`config.mk`:
```
export PLATFORM = sky130hd
export DESIGN_NAME = uart_packet_tx
export DESIGN_NICKNAME = d
export VERILOG_FILES = /design/src/rtl/uart_packet_tx.sv
export SDC_FILE = /design/constraint.sdc
export NUM_CORES = 1
export LEC_CHECK = 0
export CELL_PAD_IN_SITES_DETAIL_PLACEMENT = 1
export CELL_PAD_IN_SITES_GLOBAL_PLACEMENT = 2
export CORE_ASPECT_RATIO = 0.75
export CORE_UTILIZATION = 34
export CTS_CLUSTER_DIAMETER = 120
export DETAILED_ROUTE_END_ITERATION = 8
export PLACE_DENSITY_LB_ADDON = 0.1
export SETUP_SLACK_MARGIN = 0.5
export SLEW_MARGIN = 20
export SYNTH_ARGS = -nofsm -noshare
export SYNTH_HDL_FRONTEND = slang
export SYNTH_SLANG_ARGS = --single-unit
```
`constraint.sdc`:
```
create_clock -name iClock -period 2.41 [get_ports iClock]
set_input_delay 0.3615 -clock iClock [delete_from_list [all_inputs] [get_ports iClock]]
set_output_delay 0.3615 -clock iClock [all_outputs]
set_load 0.03 [all_outputs]
```
`src/rtl/uart_packet_tx.sv`:
```
// Packet UART transmitter: sends a DATA_BYTES-byte word as back-to-back 8N1 frames, LSB byte first.
// Define UART_PARITY_EN to insert an even-parity bit before each stop bit (8E1 framing).
module uart_packet_tx #(
    parameter int unsigned CLKS_PER_BIT = 434,
    parameter int unsigned DATA_BYTES   = 2
) (
    input  logic                    iClock,
    input  logic                    iReset,
    input  logic                    iTxSend,
    input  logic [8*DATA_BYTES-1:0] iData,
    output logic                    oTx,
    output logic                    oTxDone,
    output logic                    oBusy
);

    localparam int unsigned BaudW = (CLKS_PER_BIT > 1) ? $clog2(CLKS_PER_BIT) : 1;
    localparam int unsigned ByteW = $clog2(DATA_BYTES) + 1;
    localparam int unsigned DataW = 8 * DATA_BYTES;

    localparam logic [BaudW-1:0] BaudLast = BaudW'(CLKS_PER_BIT - 1);
    localparam logic [ByteW-1:0] ByteLast = ByteW'(DATA_BYTES - 1);

`ifdef UART_PARITY_EN
    typedef enum logic [2:0] {
        StIdle   = 3'd0,
        StStart  = 3'd1,
        StData   = 3'd2,
        StParity = 3'd3,
        StStop   = 3'd4
    } state_e;
`else
    typedef enum logic [2:0] {
        StIdle  = 3'd0,
        StStart = 3'd1,
        StData  = 3'd2,
        StStop  = 3'd4
    } state_e;
`endif

    state_e             state_q, state_d;
    logic [BaudW-1:0]   baud_q, baud_d;
    logic [2:0]         bit_q, bit_d;
    logic [ByteW-1:0]   byte_q, byte_d;
    logic [DataW-1:0]   shift_q, shift_d;
    logic               tx_q, tx_d;
    logic               done_q, done_d;
    logic               busy_q, busy_d;

    logic               bit_end;
    logic [2:0]         next_bit;
    logic [7:0]         cur_byte;

    assign bit_end  = (baud_q == BaudLast);
    assign next_bit = bit_q + 3'd1;
    assign cur_byte = shift_q[7:0];

    always_comb begin
        state_d = state_q;
        baud_d  = baud_q;
        bit_d   = bit_q;
        byte_d  = byte_q;
        shift_d = shift_q;
        tx_d    = tx_q;
        done_d  = 1'b0;
        busy_d  = busy_q;

        case (state_q)
            StIdle: begin
                baud_d = '0;
                bit_d  = '0;
                byte_d = '0;
                tx_d   = 1'b1;
                busy_d = 1'b0;
                if (iTxSend) begin
                    state_d = StStart;
                    shift_d = iData;
                    tx_d    = 1'b0;
                    busy_d  = 1'b1;
                end
            end

            StStart: begin
                if (bit_end) begin
                    baud_d  = '0;
                    bit_d   = '0;
                    state_d = StData;
                    tx_d    = cur_byte[0];
                end else begin
                    baud_d = baud_q + BaudW'(1);
                end
            end

            StData: begin
                if (bit_end) begin
                    baud_d = '0;
                    if (bit_q == 3'd7) begin
`ifdef UART_PARITY_EN
                        state_d = StParity;
                        tx_d    = ^cur_byte;
`else
                        state_d = StStop;
                        tx_d    = 1'b1;
`endif
                    end else begin
                        bit_d = next_bit;
                        tx_d  = cur_byte[next_bit];
                    end
                end else begin
                    baud_d = baud_q + BaudW'(1);
                end
            end

`ifdef UART_PARITY_EN
            StParity: begin
                if (bit_end) begin
                    baud_d  = '0;
                    state_d = StStop;
                    tx_d    = 1'b1;
                end else begin
                    baud_d = baud_q + BaudW'(1);
                end
            end
`endif

            StStop: begin
                if (bit_end) begin
                    baud_d = '0;
                    if (byte_q != ByteLast) begin
                        // Next byte follows immediately with its start bit.
                        byte_d  = byte_q + ByteW'(1);
                        shift_d = shift_q >> 8;
                        state_d = StStart;
                        tx_d    = 1'b0;
                    end else begin
                        byte_d  = '0;
                        state_d = StIdle;
                        tx_d    = 1'b1;
                        done_d  = 1'b1;
                        busy_d  = 1'b0;
                    end
                end else begin
                    baud_d = baud_q + BaudW'(1);
                end
            end

            default: begin
                state_d = StIdle;
                baud_d  = '0;
                bit_d   = '0;
                byte_d  = '0;
                tx_d    = 1'b1;
                busy_d  = 1'b0;
            end
        endcase
    end

    always_ff @(posedge iClock) begin
        if (iReset) begin
            state_q <= StIdle;
            baud_q  <= '0;
            bit_q   <= '0;
            byte_q  <= '0;
            shift_q <= '0;
            tx_q    <= 1'b1;
            done_q  <= 1'b0;
            busy_q  <= 1'b0;
        end else begin
            state_q <= state_d;
            baud_q  <= baud_d;
            bit_q   <= bit_d;
            byte_q  <= byte_d;
            shift_q <= shift_d;
            tx_q    <= tx_d;
            done_q  <= done_d;
            busy_q  <= busy_d;
        end
    end

    assign oTx     = tx_q;
    assign oTxDone = done_q;
    assign oBusy   = busy_q;

endmodule

```
==> impl_metrics.toml, run 1 <==
[clocking]
cts.reportedPaths.clkPinSlew_ps = 70
cts_max_level = 2
postCtsHoldBufs = 0
cts_made_buffers = 5
clock-sinks = 36
clk_latency_ps = 290
tritoncts = "yes"
cts_max_path_buffers = 2
clock-root-buffer = "clkbuf_8"

[logic_synthesis]
synth.yosys.seq_area_share = 0.380
ys.warnings.count = 0
ys.flop_type = "dfxtp_1"
synth-async-reset-ratio = 0
synth_fa_ha_area_frac = 0.0264
synth_fp_nets = 229
synthSimpleGateAreaFrac = 0.202
synth_edf_count = 0
synth_seq_cells = 36
syn_area_per_cell_um2 = 9.20
synth_compound_area_frac = 0.205
yosysMostFrequentCell = "dfxtp_1"
synthTopCellsByArea = "dfxtp_1, a21oi_1, o21ai_0"
synth_xor_area_frac = 0.0370
synth.cell_area_mm2 = 0.00190
synth_common_cells = "dfxtp_1, a21oi_1, o21ai_0"
yosysTopAreaCell = "dfxtp_1"
synth_cell_type_count = 51
syn_inst = 206
yosysTopAreaCellShare = 0.380
synth_top_family_by_area = "compound AO/OA/AOI/OAI gates"
synth.area.mux_share = 0.0779

[sta]
slew_headroom = 0.667
tightestPinTransition_ps = 498
hold_viol = 0
rsz0062_at_grt = "false"
hold_ws_ps = 480
period_needed_ps = 1850
setup_tns_ps = 0
clock.fmax_mhz = 540
finalCritPeriodShare = 0.769
drv_slew = 0
finClkSkew_ps = 4.75
setup_violations = 0
setup_ws_ps = 557

[grt]
grt_max_degree = 26
grt_pass1_vias = 1777
grt_pass1_wl_um = 8920
overflow = 0
antenna_found_initial = 0
gr-usage-all-layers = 0.202

[die]
fp.coreArea_mm2 = 0.00535
die_w_um = 88.2
die_area_mm2 = 0.00588
start_util = 0.354
die_y_um = 66.7
rows = 23
io_pins = 22

[worst_setup_path]
slowest_delay_ps = 500
end_kind = "register"
r2r_slack_ps = 560
startpoint_type = "register"
crit_chain = "ha_4, ha_4, mux4_2, mux2_4, nand2_2, a41oi_1"
cp_max_fo = 3
critPathRequiredTime_ps = 2570
path_common_cell = "ha_4"
critPathSlowestCell = "mux4_2"
worstSetupPathType = "register to register"
arrival_ps = 2020

[power]
power_density_mw_per_mm2 = 516
sw_frac_of_total = 0.256
p_sw_mw = 0.307
p_seq_frac = 0.527
combPwrFrac = 0.131
p_leak_nw = 0.815
cellInternalPower_mw = 0.892
peakVddDrop_mv = 0.210
p_total_mw = 1.20
p_clk_frac = 0.342

[route]
drc = 0
first_iter_violations = 79
vias = 1656
wl_per_cell_um = 17.2
first_pass_iters = 4
drt-total-wl_um = 5260
ant_nets = 0
avgViaCountPerCell = 5.41

[place]
io_buffers = 21
dp_worst_setup_slack_ps = 320
placed_cells = 293
place.gp.congestion = 0.782
post-dp-hpwl_um = 3580

[layout]
syn_to_final_growth_pct = 22.5
n_antenna_cell = 0
instances_no_fill = 306
layout.nets = 254
drive_gt1_frac = 0.177

[job]
maxCapViolations = 0

[outcome]
outcome = "complete, no violations"

[hold_path]
worstHoldPathType = "register to register"
==> critical path: cells and delay by family (launching register included) <==
family	cells	cell delay (ps)
muxes	2	780
and+or+nand+nor	1	60
AOI/OAI and AO/OA	1	90
adders and majority gates	2	450
DFF	1	350
==> per-layer routing <==
layer | vias to the layer above | routed length (um) | global-route usage
li1 | 809 | - | -
met1 | 806 | 2640 | 0.264
met2 | 31 | 2380 | 0.330
met3 | 10 | 146 | 0.0421
met4 | 0 | 85 | 0.0685
met5 | - | 0 | 0
==> power by group through the flow <==
stage | Clock (mW) | Combinational, mW | Sequential [mW]
finish | 0.410 | 0.157 | 0.631
detailed placement | 0 | 0.146 | 0.646
global placement | 0 | 0.144 | 0.645
floorplan | 0 | 0.0883 | 0.646
CTS | 0.426 | 0.153 | 0.631
global route | 0.448 | 0.172 | 0.633
==> kinds of logic (layout without fill, tap and decap cells) <==
family / after synthesis / count (layout)
flops: 36 / 36
fa+ha+maj: 4 / 4
xor+xnor: 8 / 8
simple gates: 63 / 63
mux: 12 / 12
compound gates: 62 / 63
buf+inv: 21 / 45
==> stage by stage <==
step	utilization	cell area (um^2)
4_1_cts	0.426	2280
3_5_place_dp	0.398	2130
5_1_grt	0.434	2320
6_report	0.434	2320
2_1_floorplan	-	1900
3_3_place_gp	0.398	2130
==> worst paths after layout <==
path / startpoint / cells after the start / end
setup / recovery: bit_q[0]$_SDFFE_PP0P_ / 6 / oTx$_SDFFE_PP1P_
hold / removal: byte_q[1]$_SDFFE_PP0P_ / 1 / byte_q[1]$_SDFFE_PP0P_
setup reg to reg: bit_q[0]$_SDFFE_PP0P_ / 6 / oTx$_SDFFE_PP1P_
hold reg to reg: byte_q[1]$_SDFFE_PP0P_ / 1 / byte_q[1]$_SDFFE_PP0P_
==> registers in the layout, indices dropped and copies added, names as in the netlist <==
register	cells
shift_q	16
oBusy	1
bit_q	3
byte_q	2
oTxDone	1
baud_q	9
state_q	3
oTx	1
==> cell type report <==
type                            count  area, um^2
Multi-Input combinational cell    150        1110
Tap cell                           75        93.8
Sequential cell                    36         726
Inverter                            6        22.5
Timing Repair Buffer               32         293
Clock buffer                        6        72.6
Clock inverter                      1        5.00
Fill cell                         643        3030
==> layout by cell type, fill, tap and decap left out, types with 3 or more instances in the layout <==
cell / instances
nand4_1: 10
nor2_1: 16
a22o_1: 4
clkbuf_8: 5
xnor2_1: 7
nand2_1: 3
dfxtp_1: 34
inv_1: 6
clkdlybuf4s50_1: 21
nand3_1: 5
buf_4: 11
or3_1: 7
a21oi_1: 21
o21ai_0: 20
mux2i_1: 8
==> repair_timing <==
item	CTS	global route
endpoints found under the setup margin	13	31
gates cloned	1	0
pin swaps	2	2
hold endpoints to repair	0	0
setup buffers	4	1
gates resized for setup	6	7
No activity file was read; power rests on OpenSTA's default activity.
==> run 2, diff against run 1 <==
==> constraint.sdc (replaced) <==
create_clock -name iClock -period 1.9 [get_ports iClock]
set_input_delay 0.285 -clock iClock [delete_from_list [all_inputs] [get_ports iClock]]
set_output_delay 0.285 -clock iClock [all_outputs]
set_load 0.03 [all_outputs]
==> run 2 against run 1 <==
Compared with the run above: die area stayed put; highest routed layer unchanged; critical path type unchanged; routed wire length is 19% higher; clock power is 31% higher; largest power group unchanged.
==> impl_metrics.toml, run 2 (synthesis gave the netlist of run 1 again) <==
[worst_setup_path]
critPathSlowestCell = "mux4_2"
worstSetupPathType = "register to register"
critPathTopFamily = "multiplexers"
cp_max_fo = 3
startpoint_type = "register"
end_kind = "register"
critPathBufInv = 0
arrival_ps = 2020
path_common_cell = "ha_4"
slowest_delay_ps = 510
crit_chain = "ha_4, ha_4, mux4_2, mux2_4, nand2_2, a41oi_1"
critPathRequiredTime_ps = 2070

[layout]
fill_cells = 603
most-common-layout-cells = "dfxtp_1, clkdlybuf4s50_1, buf_4, nor2_1, a21oi_1"
post-route-util = 0.523
layout_commonest_cell = "dfxtp_1"
drive_gt1_frac = 0.368
regMostFlops = "shift_q"
layout.nets = 273
final_area_mm2 = 0.00280
largest_reg_flops = 16
top_regs = "shift_q (16), baud_q (9)"
n_antenna_cell = 0
syn_to_final_growth_pct = 47.7

[die]
die_w_um = 88.2
start_util = 0.354
rows = 23
die_y_um = 66.7
io_pins = 22
die_area_mm2 = 0.00588
fp.coreArea_mm2 = 0.00535

[route]
first_iter_violations = 43
vias = 1761
drt-total-wl_um = 6260
drc = 0
ant_nets = 0
wl_per_cell_um = 19.2
avgViaCountPerCell = 5.42
first_pass_iters = 4

[grt]
gr-usage-all-layers = 0.228
grt_pass1_vias = 1837
antenna_found_initial = 0
grt_pass1_wl_um = 9690
grt_max_degree = 24
overflow = 0

[sta]
setup_ws_ps = 58.2
clock.fmax_mhz = 543
slew_headroom = 0.750
drv_slew = 0
rsz0062_at_grt = "true"
finalCritPeriodShare = 0.969
hold_viol = 0
finClkSkew_ps = 5.14
setup_tns_ps = 0
tightestPinTransition_ps = 374
setup_violations = 0
period_needed_ps = 1840

[power]
peakVddDrop_mv = 0.380
p_leak_nw = 0.991
power_density_mw_per_mm2 = 581

[clocking]
clock-sinks = 36
cts.reportedPaths.clkPinSlew_ps = 70
tritoncts = "yes"
clk_latency_ps = 300
clock-root-buffer = "clkbuf_8"
cts_made_buffers = 5
cts_max_level = 2
postCtsHoldBufs = 0
cts_max_path_buffers = 2

[job]
maxCapViolations = 0

[place]
io_buffers = 21
post-dp-hpwl_um = 3820
place.gp.congestion = 0.808
dp_worst_setup_slack_ps = 45.1
placed_area_mm2 = 0.00227

[outcome]
outcome = "complete, no violations"

[hold_path]
worstHoldPathType = "register to register"
-- run 2: final timing paths --
check,start,end,slack [ps],cells past startpoint
max,bit_q[0]$_SDFFE_PP0P_,oTx$_SDFFE_PP1P_,60,6
min,shift_q[15]$_SDFFE_PP0P_,shift_q[15]$_SDFFE_PP0P_,460,2
max reg2reg,bit_q[0]$_SDFFE_PP0P_,oTx$_SDFFE_PP1P_,60,6
min reg2reg,shift_q[15]$_SDFFE_PP0P_,shift_q[15]$_SDFFE_PP0P_,460,2
-- run 2: report_power, final --
| part | switching (mW) | internal, mW |
|---|---|---|
| logic | 0.135 | 0.151 |
| registers | 0.0225 | 0.781 |
| clock network | 0.286 | 0.250 |
| total | 0.444 | 1.18 |
-- run 2: tightest hold or removal path, cell delays in order, from the launching register on --
cell     delay [ps]
dfxtp_1         320
o21ai_2          60
a21oi_2          50
-- run 2: what timing repair did --
item / CTS / global route
buffers inserted: 11 / 2
gates resized for setup: 39 / 22
setup endpoints to repair: 39 / 36
cloned: 4 / 0
pin swaps: 13 / 10
-- run 2: cell type report --
cell class	count	area (um^2)	area share
multi-input cells	150	1290	0.461
flip-flops and latches	36	733	0.262
repair buffers	51	582	0.208
well taps	75	93.8	0.0335
clock buffers	6	72.6	0.0259
inverters	6	22.5	0.00804
clock inverters	1	5.00	0.00179
-- run 2: stage by stage --
step	power [mW]	cells	hold slack, ps
floorplan	0.940	206	424
global placement	1.02	301	445
finish	1.63	325	464
global route	1.70	325	480
CTS	1.61	323	462
detailed placement	1.03	301	458
-- run 2: routing by layer --
metal  track usage  vias to the layer above  wire [um]
li1              -                      853          -
met1         0.300                      861       2960
met5             0                        -          0
met3        0.0434                       10        187
met4         0.107                        0        122
met2         0.358                       37       2990
==> run 3, diff against run 2 <==
--- a/config.mk
+++ b/config.mk
@@ -5,10 +5,11 @@
 export SDC_FILE = /design/constraint.sdc
 export NUM_CORES = 1
 export LEC_CHECK = 0
+export ABC_AREA = 1
 export CELL_PAD_IN_SITES_DETAIL_PLACEMENT = 1
 export CELL_PAD_IN_SITES_GLOBAL_PLACEMENT = 2
 export CORE_ASPECT_RATIO = 0.75
-export CORE_UTILIZATION = 34
+export CORE_UTILIZATION = 31
 export CTS_CLUSTER_DIAMETER = 120
 export DETAILED_ROUTE_END_ITERATION = 8
 export PLACE_DENSITY_LB_ADDON = 0.1
==> run 3 against run 2 <==
Compared with the run above: routed wire length down 11%; clock skew up 2.1 ps; flip-flop and latch count unchanged; area after synthesis down 6.1%; register-to-register slack better by 370 ps; non-clock buffer count down 1; final cell count up 15%; power up 110%; core utilization down 0.58 points.
==> impl_metrics.toml, run 3 <==
[layout]
largest_reg_flops = 16
n_antenna_cell = 0
regMostFlops = "shift_q"
drive_gt1_frac = 0.418
top_regs = "shift_q (16), baud_q (9)"
syn_to_final_growth_pct = 58.0
layout_commonest_cell = "nand2_1"
instances_no_fill = 374
layout.nets = 322
most-common-layout-cells = "nand2_1, dfxtp_1, nor2_1, a21oi_2, clkdlybuf4s50_1"

[die]
die_w_um = 89.5
fp.coreArea_mm2 = 0.00544
io_pins = 22
rows = 23
start_util = 0.327
die_y_um = 67.6
die_area_mm2 = 0.00605

[grt]
grt_pass1_vias = 1794
gr-usage-all-layers = 0.206
overflow = 0
grt_pass1_wl_um = 8980
antenna_found_initial = 0
grt_max_degree = 22

[logic_synthesis]
synth-async-reset-ratio = 0
synth_common_cells = "nand2_1, dfxtp_1, nor2_1"
synth_cell_type_count = 25
synth_seq_cells = 36
synth_fp_nets = 271
ys.flop_type = "dfxtp_1"
yosysMostFrequentCell = "nand2_1"
syn_area_per_cell_um2 = 7.18
synthTopCellsByArea = "dfxtp_1, nand2_1, a21oi_1"
syn_inst = 248
ys.warnings.count = 0
yosysTopAreaCellShare = 0.405
synth_edf_count = 0
synth.cell_area_mm2 = 0.00178
synth.yosys.seq_area_share = 0.405
yosysTopAreaCell = "dfxtp_1"

[sta]
setup_violations = 0
hold_viol = 0
drv_slew = 0
clock.fmax_mhz = 679
setup_tns_ps = 0
tightestPinTransition_ps = 321
period_needed_ps = 1470
rsz0062_at_grt = "true"
slew_headroom = 0.787
finClkSkew_ps = 7.22
finalCritPeriodShare = 0.776

[clocking]
cts.reportedPaths.clkPinSlew_ps = 70
tritoncts = "yes"
clk_latency_ps = 290
clock-root-buffer = "clkbuf_8"
clock-sinks = 36
postCtsHoldBufs = 0
cts_max_level = 2
cts_max_path_buffers = 2
cts_made_buffers = 5

[power]
p_leak_nw = 1.09
power_density_mw_per_mm2 = 1220
peakVddDrop_mv = 0.452

[route]
ant_nets = 0
drc = 0
first_iter_violations = 45
first_pass_iters = 4
drt-total-wl_um = 5570
vias = 1809
wl_per_cell_um = 14.9
avgViaCountPerCell = 4.84

[outcome]
outcome = "complete, no violations"

[worst_setup_path]
cp_max_fo = 9
startpoint_type = "register"
worstSetupPathType = "register to register"
arrival_ps = 1670
end_kind = "register"
critPathRequiredTime_ps = 2090

[hold_path]
worstHoldPathType = "register to register"

[place]
post-dp-hpwl_um = 3430
io_buffers = 21
place.gp.congestion = 0.720
placed_cells = 341

[job]
maxCapViolations = 0
[run 3: cell count changes in the layout (fill, tap and decap cells not counted), sizes merged, moves of 5 or more]
cell,before,now
a21oi,21,31
nand3,5,16
nor2,17,36
mux2i,8,0
o21ai,22,10
nand4,10,5
or3,8,0
nor3,2,10
inv,6,19
xnor2,7,1
nand2,5,67
[run 3: metal layers]
metal,vias to the layer above,global-route usage,part of all wire
met5,-,0,0
met4,0,0.0833,0.018
met3,7,0.0416,0.024
met2,20,0.302,0.45
met1,863,0.293,0.51
li1,919,-,-
[run 3: report_power, final]
| part | internal [mW] | leakage [nW] | total, mW | switching (mW) |
|---|---|---|---|---|
| Sequential | 0.979 | 0.299 | 1.15 | 0.171 |
| Combinational | 0.761 | 0.753 | 1.75 | 0.991 |
| Clock | 0.249 | 0.0410 | 0.529 | 0.279 |
| Total | 1.99 | 1.09 | 3.43 | 1.44 |
[run 3: worst max-delay path, cell delays in order (launching register included)]
cell     delay [ps]
dfxtp_4         370
nor2_4          140
buf_6           140
nand3_2          80
inv_2           100
nor2_8           50
buf_4           130
buf_6           150
a21oi_2         150
nor2_1           60
[run 3: layout make-up]
class | instances | area, um^2
clock buffers | 6 | 72.6
clock inverters | 1 | 5.00
fillers | 637 | 2630
inverters | 19 | 78.8
multi-input cells | 187 | 1300
flip-flops and latches | 36 | 734
well taps | 75 | 93.8
repair buffers | 50 | 531
[run 3: final timing paths]
check	from	to	slack, ps	depth (start not counted)
min	byte_q[1]$_SDFFE_PP0P_	byte_q[1]$_SDFFE_PP0P_	460	2
max reg2reg	state_q[0]$_SDFFE_PP0P_	shift_q[5]$_SDFFE_PP0P_	430	9
max	state_q[0]$_SDFFE_PP0P_	shift_q[5]$_SDFFE_PP0P_	430	9
min reg2reg	byte_q[1]$_SDFFE_PP0P_	byte_q[1]$_SDFFE_PP0P_	460	2
[run 3: logic make-up (layout without fill, tap and decap cells)]
logic type / Yosys count / in the layout / share of synthesized area
AOI/OAI and AO/OA: 41 / 41 / 0.117
adders and majority gates: 4 / 4 / 0.0281
DFF: 36 / 36 / 0.405
and+or+nand+nor: 133 / 136 / 0.343
xor gates and xnor gates: 6 / 6 / 0.0295
buffers and inverters: 28 / 76 / 0.0773
[run 3: repair_timing]
item | 4_1_cts | 5_1_grt
pin swaps | 26 | 23
resized for setup | 65 | 45
setup buffers | 18 | 4
cloned | 4 | 0
endpoints found under the setup margin | 38 | 35
[run 3: stage by stage]
stage	worst slack (ps)	hold slack, ps	area, um^2	total power [mW]	utilization
4_1_cts	445	461	2610	3.23	0.479
5_1_grt	352	507	2810	3.66	0.517
2_1_floorplan	532	364	1780	1.90	-
3_3_place_gp	272	449	2060	2.16	0.379
6_report	427	459	2810	3.43	0.517
3_5_place_dp	246	452	2060	2.17	0.379
